`src/rtl/ctrl_pkg.sv`:
```
// ctrl_pkg: shared types and constants for the ID-stage decoder.
//   ctrl_t      packed control bundle produced per instruction
//   enums       br_type_e, op_a_sel_e, wb_sel_e, mem_size_e
//   constants   ALU operation codes, RV32 major opcodes, BUBBLE (all-zero bundle)
//   base_alu_op helper mapping funct3 (+ alternate bit) to an ALU operation
// Build option: CTRL_ILLEGAL_TRAP_EN (see ctrl_decode_core / ctrl_decode_pipe).
package ctrl_pkg;

    localparam int CTRL_ALU_OP_W = 5;

    typedef enum logic [2:0] {
        BR_NONE = 3'd0,
        BR_BEQ  = 3'd1,
        BR_BNE  = 3'd2,
        BR_BLT  = 3'd3,
        BR_BGE  = 3'd4,
        BR_JAL  = 3'd5,
        BR_JALR = 3'd6
    } br_type_e;

    typedef enum logic [1:0] {
        OPA_RS1  = 2'd0,
        OPA_PC   = 2'd1,
        OPA_ZERO = 2'd2
    } op_a_sel_e;

    typedef enum logic [1:0] {
        WB_ALU = 2'd0,
        WB_MEM = 2'd1,
        WB_PC4 = 2'd2
    } wb_sel_e;

    typedef enum logic [1:0] {
        MEM_B = 2'd0,
        MEM_H = 2'd1,
        MEM_W = 2'd2
    } mem_size_e;

    // Every enum's zero value is the inactive choice, so '0 is a bubble.
    typedef struct packed {
        logic                     illegal;
        logic [CTRL_ALU_OP_W-1:0] alu_op;
        logic                     op_b_imm;
        op_a_sel_e                op_a_sel;
        logic                     rd_wren;
        logic                     mem_rden;
        logic                     mem_wren;
        mem_size_e                mem_size;
        logic                     mem_unsigned;
        br_type_e                 br_type;
        logic                     br_unsigned;
        wb_sel_e                  wb_sel;
        logic                     uses_rs1;
        logic                     uses_rs2;
    } ctrl_t;

    localparam ctrl_t BUBBLE = '0;

    localparam logic [CTRL_ALU_OP_W-1:0] ALU_ADD  = 5'd0;
    localparam logic [CTRL_ALU_OP_W-1:0] ALU_SUB  = 5'd1;
    localparam logic [CTRL_ALU_OP_W-1:0] ALU_SLT  = 5'd2;
    localparam logic [CTRL_ALU_OP_W-1:0] ALU_SLTU = 5'd3;
    localparam logic [CTRL_ALU_OP_W-1:0] ALU_XOR  = 5'd4;
    localparam logic [CTRL_ALU_OP_W-1:0] ALU_OR   = 5'd5;
    localparam logic [CTRL_ALU_OP_W-1:0] ALU_AND  = 5'd6;
    localparam logic [CTRL_ALU_OP_W-1:0] ALU_SLL  = 5'd7;
    localparam logic [CTRL_ALU_OP_W-1:0] ALU_SRL  = 5'd8;
    localparam logic [CTRL_ALU_OP_W-1:0] ALU_SRA  = 5'd9;
    // M-extension ops are ALU_MUL + funct3 (MUL..REMU = 16..23).
    localparam logic [CTRL_ALU_OP_W-1:0] ALU_MUL  = 5'd16;

    localparam logic [6:0] OPC_LUI      = 7'b0110111;
    localparam logic [6:0] OPC_AUIPC    = 7'b0010111;
    localparam logic [6:0] OPC_JAL      = 7'b1101111;
    localparam logic [6:0] OPC_JALR     = 7'b1100111;
    localparam logic [6:0] OPC_BRANCH   = 7'b1100011;
    localparam logic [6:0] OPC_LOAD     = 7'b0000011;
    localparam logic [6:0] OPC_STORE    = 7'b0100011;
    localparam logic [6:0] OPC_OP_IMM   = 7'b0010011;
    localparam logic [6:0] OPC_OP       = 7'b0110011;
    localparam logic [6:0] OPC_MISC_MEM = 7'b0001111;

    // funct3 -> ALU op for OP / OP-IMM; alt selects SUB (000) or SRA (101).
    function automatic logic [CTRL_ALU_OP_W-1:0] base_alu_op(input logic [2:0] funct3,
                                                             input logic       alt);
        logic [CTRL_ALU_OP_W-1:0] op;
        op = ALU_ADD;
        case (funct3)
            3'b000:  op = alt ? ALU_SUB : ALU_ADD;
            3'b001:  op = ALU_SLL;
            3'b010:  op = ALU_SLT;
            3'b011:  op = ALU_SLTU;
            3'b100:  op = ALU_XOR;
            3'b101:  op = alt ? ALU_SRA : ALU_SRL;
            3'b110:  op = ALU_OR;
            default: op = ALU_AND;
        endcase
        return op;
    endfunction

endpackage

```
`src/rtl/ctrl_decode_core.sv`:
```
// ctrl_decode_core: purely combinational RV32I (+ optional RV32M) decoder.
//   instr  in   32           raw instruction
//   ctrl   out  ctrl_t       decoded bundle; BUBBLE for unrecognised encodings
// Parameters: M_EXT (1 = accept MUL..REMU), ALU_OP_W (internal alu_op width, >=5).
// Build option CTRL_ILLEGAL_TRAP_EN: when defined, ctrl.illegal flags unrecognised
// encodings; otherwise ctrl.illegal is always 0.
module ctrl_decode_core
    import ctrl_pkg::*;
#(
    parameter int M_EXT    = 0,
    parameter int ALU_OP_W = 5
) (
    input  logic [31:0] instr,
    output ctrl_t       ctrl
);

    logic [6:0]          opcode;
    logic [2:0]          funct3;
    logic [6:0]          funct7;
    logic [4:0]          rd;
    logic [4:0]          rs1;
    logic [4:0]          rs2;
    logic                legal;
    logic                writes_rd;
    logic                reads_rs1;
    logic                reads_rs2;
    logic [ALU_OP_W-1:0] alu_op;

    assign opcode = instr[6:0];
    assign rd     = instr[11:7];
    assign funct3 = instr[14:12];
    assign rs1    = instr[19:15];
    assign rs2    = instr[24:20];
    assign funct7 = instr[31:25];

    always_comb begin
        ctrl      = BUBBLE;
        legal     = 1'b0;
        writes_rd = 1'b0;
        reads_rs1 = 1'b0;
        reads_rs2 = 1'b0;
        alu_op    = ALU_OP_W'(ALU_ADD);

        case (opcode)
            OPC_LUI: begin
                legal         = 1'b1;
                writes_rd     = 1'b1;
                ctrl.op_a_sel = OPA_ZERO;
                ctrl.op_b_imm = 1'b1;
            end
            OPC_AUIPC: begin
                legal         = 1'b1;
                writes_rd     = 1'b1;
                ctrl.op_a_sel = OPA_PC;
                ctrl.op_b_imm = 1'b1;
            end
            OPC_JAL: begin
                legal         = 1'b1;
                writes_rd     = 1'b1;
                ctrl.op_a_sel = OPA_PC;
                ctrl.op_b_imm = 1'b1;
                ctrl.br_type  = BR_JAL;
                ctrl.wb_sel   = WB_PC4;
            end
            OPC_JALR: begin
                legal         = (funct3 == 3'b000);
                writes_rd     = 1'b1;
                reads_rs1     = 1'b1;
                ctrl.op_b_imm = 1'b1;
                ctrl.br_type  = BR_JALR;
                ctrl.wb_sel   = WB_PC4;
            end
            OPC_BRANCH: begin
                // ALU forms the target pc+imm; the comparator reads rs1/rs2.
                legal         = 1'b1;
                reads_rs1     = 1'b1;
                reads_rs2     = 1'b1;
                ctrl.op_a_sel = OPA_PC;
                ctrl.op_b_imm = 1'b1;
                case (funct3)
                    3'b000:  ctrl.br_type = BR_BEQ;
                    3'b001:  ctrl.br_type = BR_BNE;
                    3'b100:  ctrl.br_type = BR_BLT;
                    3'b101:  ctrl.br_type = BR_BGE;
                    3'b110: begin ctrl.br_type = BR_BLT; ctrl.br_unsigned = 1'b1; end
                    3'b111: begin ctrl.br_type = BR_BGE; ctrl.br_unsigned = 1'b1; end
                    default: legal = 1'b0;
                endcase
            end
            OPC_LOAD: begin
                legal         = 1'b1;
                writes_rd     = 1'b1;
                reads_rs1     = 1'b1;
                ctrl.op_b_imm = 1'b1;
                ctrl.mem_rden = 1'b1;
                ctrl.wb_sel   = WB_MEM;
                case (funct3)
                    3'b000:  ctrl.mem_size = MEM_B;
                    3'b001:  ctrl.mem_size = MEM_H;
                    3'b010:  ctrl.mem_size = MEM_W;
                    3'b100: begin ctrl.mem_size = MEM_B; ctrl.mem_unsigned = 1'b1; end
                    3'b101: begin ctrl.mem_size = MEM_H; ctrl.mem_unsigned = 1'b1; end
                    default: legal = 1'b0;
                endcase
            end
            OPC_STORE: begin
                legal         = 1'b1;
                reads_rs1     = 1'b1;
                reads_rs2     = 1'b1;
                ctrl.op_b_imm = 1'b1;
                ctrl.mem_wren = 1'b1;
                case (funct3)
                    3'b000:  ctrl.mem_size = MEM_B;
                    3'b001:  ctrl.mem_size = MEM_H;
                    3'b010:  ctrl.mem_size = MEM_W;
                    default: legal = 1'b0;
                endcase
            end
            OPC_OP_IMM: begin
                writes_rd     = 1'b1;
                reads_rs1     = 1'b1;
                ctrl.op_b_imm = 1'b1;
                // Shift immediates constrain funct7; bit 30 picks SRAI.
                case (funct3)
                    3'b001:  legal = (funct7 == 7'b0000000);
                    3'b101:  legal = (funct7 == 7'b0000000) || (funct7 == 7'b0100000);
                    default: legal = 1'b1;
                endcase
                alu_op = ALU_OP_W'(base_alu_op(funct3, (funct3 == 3'b101) && funct7[5]));
            end
            OPC_OP: begin
                writes_rd = 1'b1;
                reads_rs1 = 1'b1;
                reads_rs2 = 1'b1;
                if (funct7 == 7'b0000000) begin
                    legal  = 1'b1;
                    alu_op = ALU_OP_W'(base_alu_op(funct3, 1'b0));
                end else if (funct7 == 7'b0100000) begin
                    legal  = (funct3 == 3'b000) || (funct3 == 3'b101);
                    alu_op = ALU_OP_W'(base_alu_op(funct3, 1'b1));
                end else if ((funct7 == 7'b0000001) && (M_EXT != 0)) begin
                    legal  = 1'b1;
                    alu_op = ALU_OP_W'(ALU_MUL) + ALU_OP_W'(funct3);
                end
            end
            // FENCE is a no-op in this in-order pipeline: legal, nothing enabled.
            OPC_MISC_MEM: legal = (funct3 == 3'b000);
            default: legal = 1'b0;
        endcase

        if (legal) begin
            ctrl.alu_op   = CTRL_ALU_OP_W'(alu_op);
            // x0 is never a real destination or hazard source.
            ctrl.rd_wren  = writes_rd && (rd != 5'd0);
            ctrl.uses_rs1 = reads_rs1 && (rs1 != 5'd0);
            ctrl.uses_rs2 = reads_rs2 && (rs2 != 5'd0);
        end else begin
            ctrl = BUBBLE;
        end

`ifdef CTRL_ILLEGAL_TRAP_EN
        ctrl.illegal = ~legal;
`else
        ctrl.illegal = 1'b0;
`endif
    end

endmodule

```
`src/rtl/ctrl_decode_pipe.sv`:
```
// ctrl_decode_pipe: registered ID-stage decoder with a DEPTH-entry bundle queue.
//   clk, rst                  clock (rising edge), synchronous active-high reset
//   in_valid/in_ready         fetch-side handshake; in_instr (32), in_pc (PC_W)
//   flush                     empties the queue next cycle; a same-cycle push is dropped
//   out_valid/out_ready       downstream handshake; out_ctrl, out_pc, out_instr at head
//   illegal_cnt (16)          saturating count of stored illegal instructions
// Head outputs are forced to zero while the queue is empty. in_ready depends only
// on the occupancy count, never on out_ready.
// Build option CTRL_ILLEGAL_TRAP_EN: enables ctrl_t.illegal and illegal_cnt
// (cleared only by rst); when undefined illegal_cnt is tied to 0.
module ctrl_decode_pipe
    import ctrl_pkg::*;
#(
    parameter int PC_W     = 32,
    parameter int DEPTH    = 2,
    parameter int M_EXT    = 0,
    parameter int ALU_OP_W = 5
) (
    input  logic            clk,
    input  logic            rst,
    input  logic            in_valid,
    output logic            in_ready,
    input  logic [31:0]     in_instr,
    input  logic [PC_W-1:0] in_pc,
    input  logic            flush,
    output logic            out_valid,
    input  logic            out_ready,
    output ctrl_t           out_ctrl,
    output logic [PC_W-1:0] out_pc,
    output logic [31:0]     out_instr,
    output logic [15:0]     illegal_cnt
);

    localparam int PTR_W = (DEPTH > 1) ? $clog2(DEPTH) : 1;
    localparam int CNT_W = $clog2(DEPTH + 1);

    ctrl_t            dec_ctrl;
    ctrl_t            ctrl_mem  [DEPTH];
    logic [PC_W-1:0]  pc_mem    [DEPTH];
    logic [31:0]      instr_mem [DEPTH];
    logic [PTR_W-1:0] wr_ptr_reg;
    logic [PTR_W-1:0] rd_ptr_reg;
    logic [CNT_W-1:0] count_reg;
    logic             push;
    logic             pop;

    ctrl_decode_core #(
        .M_EXT    (M_EXT),
        .ALU_OP_W (ALU_OP_W)
    ) u_core (
        .instr (in_instr),
        .ctrl  (dec_ctrl)
    );

    assign in_ready  = (count_reg < CNT_W'(DEPTH));
    assign out_valid = (count_reg != '0);
    assign push      = in_valid && in_ready && !flush;
    assign pop       = out_valid && out_ready;

    function automatic logic [PTR_W-1:0] ptr_inc(input logic [PTR_W-1:0] p);
        return (p == PTR_W'(DEPTH - 1)) ? '0 : p + PTR_W'(1);
    endfunction

    always_ff @(posedge clk) begin
        if (rst || flush) begin
            // A pop during flush is simply consumed by the clear.
            wr_ptr_reg <= '0;
            rd_ptr_reg <= '0;
            count_reg  <= '0;
        end else begin
            if (push) wr_ptr_reg <= ptr_inc(wr_ptr_reg);
            if (pop)  rd_ptr_reg <= ptr_inc(rd_ptr_reg);
            if (push && !pop)      count_reg <= count_reg + CNT_W'(1);
            else if (pop && !push) count_reg <= count_reg - CNT_W'(1);
        end
    end

    // Storage needs no reset: nothing is visible until count says it is valid.
    for (genvar gi = 0; gi < DEPTH; gi++) begin : g_entry
        always_ff @(posedge clk) begin
            if (push && (wr_ptr_reg == PTR_W'(gi))) begin
                ctrl_mem[gi]  <= dec_ctrl;
                pc_mem[gi]    <= in_pc;
                instr_mem[gi] <= in_instr;
            end
        end
    end

    assign out_ctrl  = out_valid ? ctrl_mem[rd_ptr_reg]  : BUBBLE;
    assign out_pc    = out_valid ? pc_mem[rd_ptr_reg]    : '0;
    assign out_instr = out_valid ? instr_mem[rd_ptr_reg] : '0;

`ifdef CTRL_ILLEGAL_TRAP_EN
    logic [15:0] illegal_cnt_reg;

    always_ff @(posedge clk) begin
        if (rst) begin
            illegal_cnt_reg <= '0;
        end else if (push && dec_ctrl.illegal && (illegal_cnt_reg != 16'hFFFF)) begin
            illegal_cnt_reg <= illegal_cnt_reg + 16'd1;
        end
    end

    assign illegal_cnt = illegal_cnt_reg;
`else
    assign illegal_cnt = 16'd0;
`endif

endmodule
```
`config.mk`:
```
export PLATFORM = sky130hd
export DESIGN_NAME = ctrl_decode_pipe
export DESIGN_NICKNAME = d
export VERILOG_FILES = /design/src/rtl/ctrl_pkg.sv /design/src/rtl/ctrl_decode_core.sv /design/src/rtl/ctrl_decode_pipe.sv
export SDC_FILE = /design/constraint.sdc
export NUM_CORES = 1
export LEC_CHECK = 0
export CAP_MARGIN = 20
export CORE_MARGIN = 2
export CORE_UTILIZATION = 45
export DETAILED_ROUTE_END_ITERATION = 12
export DONT_BUFFER_PORTS = 1
export SLEW_MARGIN = 20
export SYNTH_ARGS = -nofsm -noshare
export SYNTH_HDL_FRONTEND = slang
export SYNTH_SLANG_ARGS = --single-unit
```
`constraint.sdc`:
```
create_clock -name clk -period 6.59 [get_ports clk]
set_clock_uncertainty 0.2 [all_clocks]
set_input_delay 0.3295 -clock clk [delete_from_list [all_inputs] [get_ports clk]]
set_output_delay 0.3295 -clock clk [all_outputs]
set_load 0.01 [all_outputs]
```
# After elaboration in Yosys (flattened, before gate mapping)
# Memory sizes are Yosys's and may differ from the RTL's. A register that Yosys moved wholly into a read port is not among the register bits.
# Index checks and enable logic that the tools add are counted.
# op_classes
addsub	4
mul	0
div_mod_pow	0
n_lt_le_gt_ge	1
eq_ne	18
shifts	0
n_mux	63
n_bitwise	1
n_reduce_logical	43
# op_table
op	n
$mux 32	4
$reduce_or 32->1	2
$pmux 4 s7	2
$mux 1	36
$pmux 5 s7	1
$eq 7x6->1 const B	4
$mux 23	1
$mux 22	1
$reduce_or 22->1	1
$eq 7x7->1 const B	3
$pmux 2 s2	5
$mux 5	3
$reduce_bool 5->1	3
$eq 7x5->1 const B	2
$reduce_or 2->1	7
$eq 3x3->1 const B	4
$pmux 3 s4	1
$reduce_or 3->1	4
$reduce_or 6->1	2
$logic_and 1x1->1	11
$mux 11	1
$pmux 5 s2	1
$pmux 3 s3	1
$reduce_or 8->1	1
20 further kinds	29
# word_totals
regBits	4
latchBits	0
ramBits	172
romBits	0
inputBits	69
out_inout_bits	105
elab_cells	136
n_memories	3
# memory_table
name	words	word_bits	read_ports	rd_ports_with_merged_regs	write_ports	line_no	text
instr_mem	2	32	1	1	1	ctrl_decode_pipe.sv:40	logic [31:0] instr_mem [DEPTH];
pc_mem	2	32	1	1	1	ctrl_decode_pipe.sv:39	logic [PC_W-1:0] pc_mem [DEPTH];
ctrl_mem	2	22	1	1	1	ctrl_decode_pipe.sv:38	ctrl_t ctrl_mem [DEPTH];

# Longest topological paths before layout
# logic_depth
depth_word	8
mapped_depth	8
mapped_depth_nobuf	8

# By module
# A second synthesis with hierarchy kept.
# hier_totals
cells_unflattened	519
hier_area_um2	7619.8
# modules_own_cells
mod	n_inst	cells_per_inst	area_each_um2	seq_area_each_um2
ctrl_decode_pipe	1	409	6890.4	5325.1
ctrl_decode_core	1	110	729.4	0.0

# Worst setup path before layout
# OpenSTA, ideal clock, no wires.
# synth_timing
kind	register -> register
from	register count_reg[1]
to	memory ctrl_mem[0][0] (netlist bit), enable pin
setup_time_ps	537
arrival_ps	4481
required_time_ps	5853
path_slack_ps	1372
path_stages_with_launch	3
n_path_buf	0
synth_period_minus_slack_ps	5218
cell_sequence	dfxtp_1 -> nor3b_1 -> nor2b_1
# synth_between
elab_chain_len	8
word_cells_on_any_way	12
cone_classes	order compare (1); mux (6); reduce/logical (5)
# synth_rtl
element	line_no	text
start: declaration	ctrl_decode_pipe.sv:43	logic [CNT_W-1:0] count_reg;
start signal: assignment	ctrl_decode_pipe.sv:73	if (push && !pop) count_reg <= count_reg + CNT_W'(1);
start signal: assignment	ctrl_decode_pipe.sv:74	else if (pop && !push) count_reg <= count_reg - CNT_W'(1);
$lt 2x2->1 *	ctrl_decode_pipe.sv:55	assign in_ready = (count_reg < CNT_W'(DEPTH));
$logic_and 1x1->1 * (2 in a row)	ctrl_decode_pipe.sv:57	assign push = in_valid && in_ready && !flush;
named net push	ctrl_decode_pipe.sv:44	logic push;
$logic_and 1x1->1	ctrl_decode_pipe.sv:81	if (push && (wr_ptr_reg == PTR_W'(gi))) begin
$mux 1	ctrl_decode_pipe.sv:81	
$mux 1 (not written as such)	ctrl_decode_pipe.sv:82	ctrl_mem[gi] <= dec_ctrl;
$reduce_or 22->1 (no line)	--	
$mux 1 (no line)	--	
end: declaration	ctrl_decode_pipe.sv:38	
# Mark *: on every way through the listed nets, which the timed path passes. The rest lies on a longest branch.

# Worst setup path after layout
# layout_timing
from	input flush
to	memory ctrl_mem[0][19] (netlist bit), enable pin
# layout_between
elab_chain_len	7
word_cells_on_any_way	11
cone_classes	mux (6); reduce/logical (5)
# layout_rtl
element	line_no	text
start: declaration	ctrl_decode_pipe.sv:25	input logic flush,
$logic_not 1->1 *	ctrl_decode_pipe.sv:57	
$logic_and 1x1->1 *	ctrl_decode_pipe.sv:57	
named net push	ctrl_decode_pipe.sv:44	
$logic_and 1x1->1	ctrl_decode_pipe.sv:81	
$mux 1	ctrl_decode_pipe.sv:81	
$mux 1 (not written as such)	ctrl_decode_pipe.sv:82	
$reduce_or 22->1 (no line)	--	
$mux 1 (no line)	--	
# Marked as above.

==> flow_summary.toml <==
[global_routing]
grt-ovfl-total = 0
use_met3_pct = 6.34
grtUsageTotal_pct = 17.7
grt_pass1_vias = 4364
busiest_layer = "met2"
grt_pass1_wl_um = 23600
antenna_found_initial = 0
grt_use_met2_pct = 29.1
grtUsageMet1_pct = 21.9
grt_max_degree = 85

[final_layout]
top_regs = "instr_mem x64, pc_mem x64, ctrl_mem x40"
multiInputGateArea_um2 = 1990
fillers = 1333
synthToLayoutAreaGrowth_pct = 19.0
seq_area_um2 = 5150
layout_commonest_cell = "edfxtp_1"
n_antenna_cell = 0
final_cell_mix = "edfxtp_1, nor2_1, mux2i_1"
nNetsFinal = 637
drive_gt1_share_pct = 8.81

[timing]
worst_hold_slack_ps = 17.9
slew_violations = 0
timing.final.crit_share_pct = 47.6
finalHoldViolCount = 0
relSlewSlack_pct = 36.9
fmax_mhz = 318
setup_viol = 0
rsz0062_at_grt = "false"
tns_ps = 0
tightest_slew_ps = 946
worst_slack_ps = 3450
fin_crit_ps = 3140

[clocking]
cts_sinks = 173
ctsRootBufferMaster = "clkbuf_16"
clk_pin_slew_worst_paths_ps = 60
clk_latency_ps = 420
cts.path.max_buffers = 2
post_cts_resized = 0
cts_tree = "done"
h-tree-depth = 4
numCtsBuffers = 17

[drt]
first_pass_iters = 4
wirelength_um = 14900
drt_iter0_markers = 262
ant_nets = 0
vias = 4186
wl_per_cell_um = 18.7
drcViolationCount = 0
via_per_inst = 5.27

[synthesis]
synth_edf_count = 168
ys_warn_count = 0
synthArstFlopShare_pct = 0
synthTopCellsByArea = "edfxtp_1, mux2i_1, nor2_1"
ys_ff_latch = 173
syn_area_per_cell_um2 = 14.6
syn_area_um2 = 7350
synth_top_area_share_pct = 68.6
synth_top_area_cell = "edfxtp_1"
syn-instance-count = 504
synthFlopType = "edfxtp_1"
synth.distinct_cells = 55
seq_area_frac_synth_pct = 70.0

[worst_setup_path]
rr_startpoint = "count_reg[1]$_SDFFE_PP0P_"
arrival_ps = 2990
path_depth = 4
critPathMaxFanout = 58
path_buf_inv = 2
critPathSlowestCell = "nor2b_4"
endpoint_kind = "flop"
worstPathCellList = "dlygate4sd3_1, nor3b_1, nor2b_4, buf_4"
crit_end = "ctrl_mem[0][19]$_DFFE_PP_"
rr_worst_depth = 3
critPathLaunch = "flush"
reg2reg_to = "ctrl_mem[0][19]$_DFFE_PP_"
cp_data_required_time_ps = 6440
cpPeakStageDelay_ps = 750
regToRegSetupSlack_ps = 3590
critical_path_class = "in -> reg"
startpoint_type = "input port"
cp_top_family = "buffers and inverters"

[run]
maxCapViolCount = 0

[floorplan]
die_w_um = 132
num_rows = 46
core_area_um2 = 15900
ios = 174
initial_core_util_pct = 46.1
die_y_um = 132
die_area_um2 = 17400

[power]
cellLeakagePower_nw = 2.82
powerDensity_nw_per_um2 = 280
ir_worst_vdd_mv = 0.170

[placement]
dpl.hpwl_um = 9010
port_buffers = 0
place_congestion = 0.813
post-place-ws_ps = 3580

[hold_path]
worst_hold_path_type = "in -> reg"
holdPathStages = 1

[status]
status = "completed"
timing repair:
action                    in CTS  in global routing
hold buffers                  67                  1
setup buffers                  0                  0
hold endpoints to repair     149                  1
cells in the mapped netlist (2+ instances only):
master and n:
nand4_1 2, nand3_1 4, mux2i_1 84, clkbuf_1 9, a21oi_2 2, xor2_1 3, and2_1 2, nand3b_1 2
nor4_2 3, nand2_1 9, a31oi_1 2, dfxtp_1 5, a21oi_1 9, a211oi_2 2, o21ai_0 6, nor2_1 99
buf_1 2, inv_1 6, nand2b_1 2, nor3b_1 3, buf_6 2, edfxtp_1 168, nor3_1 11, buf_4 20
a211oi_1 2, or4_1 2, xnor2_1 3, buf_2 13
kinds of logic after synthesis:
family | Yosys count | share of synthesized area (%)
xor gates and xnor gates | 6 | 0.715
DFF | 173 | 70.0
buffers and inverters | 52 | 4.10
and+or+nand+nor | 154 | 10.3
other | 1 | 0.0510
muxes | 84 | 11.4
AOI/OAI and AO/OA | 32 | 3.13
adders and majority gates | 2 | 0.306
worst register-to-register path, cell delays in order (launching register included):
cell and delay, ps:
dfxtp_1 360, nor3b_1 490, nor2b_4 750, buf_4 750
where the power goes:
| part | leakage, nW | switching, mW | internal, mW |
|---|---|---|---|
| registers | 1.64 | 0.0119 | 1.24 |
| logic | 0.895 | 0.113 | 0.0658 |
| clock network | 0.279 | 0.385 | 0.633 |
| total | 2.82 | 0.510 | 1.94 |
worst min-delay path by stage:
| stage | from | endpoint | slack [ps] |
|---|---|---|---|
| floorplan | rst | wr_ptr_reg$_SDFFE_PP0P_ | 210 |
| global route | in_instr[5] | ctrl_mem[1][15]$_DFFE_PP_ | 0.4 |
| finish | in_instr[5] | ctrl_mem[0][15]$_DFFE_PP_ | 20 |
| global placement | rst | flop | 210 |
| detailed placement | rst | flop | 210 |
| CTS | in_instr[14] | ctrl_mem[0][8]$_DFFE_PP_ | 1 |
area by class of cell:
class | instances | area share [%]
timing repair buffer | 73 | 8.21
inverter | 6 | 0.257
sequential | 173 | 58.8
tap | 216 | 3.09
multi-input combinational | 296 | 22.7
clock buffer | 21 | 5.03
clock inverter | 10 | 1.89
layer usage:
metal  share of wire [%]  wire (um)  up-vias
li1                    -          -     1946
met1                  42       6250     2045
met2                  49       7260      176
met3                 7.7       1150       19
met4                 1.4        201        0
met5                   0          0        -
metrics by stage:
stage	instances	instance area, um2	power [mW]	utilization, %
2_1_floorplan	521	7420	1.40	-
3_3_place_gp	696	7470	1.41	46.8
3_5_place_dp	696	7470	1.42	46.8
4_1_cts	794	8740	2.47	54.8
5_1_grt	795	8750	2.54	54.9
6_report	795	8750	2.45	54.9
Note: power is estimated with default switching activity, not from simulation.
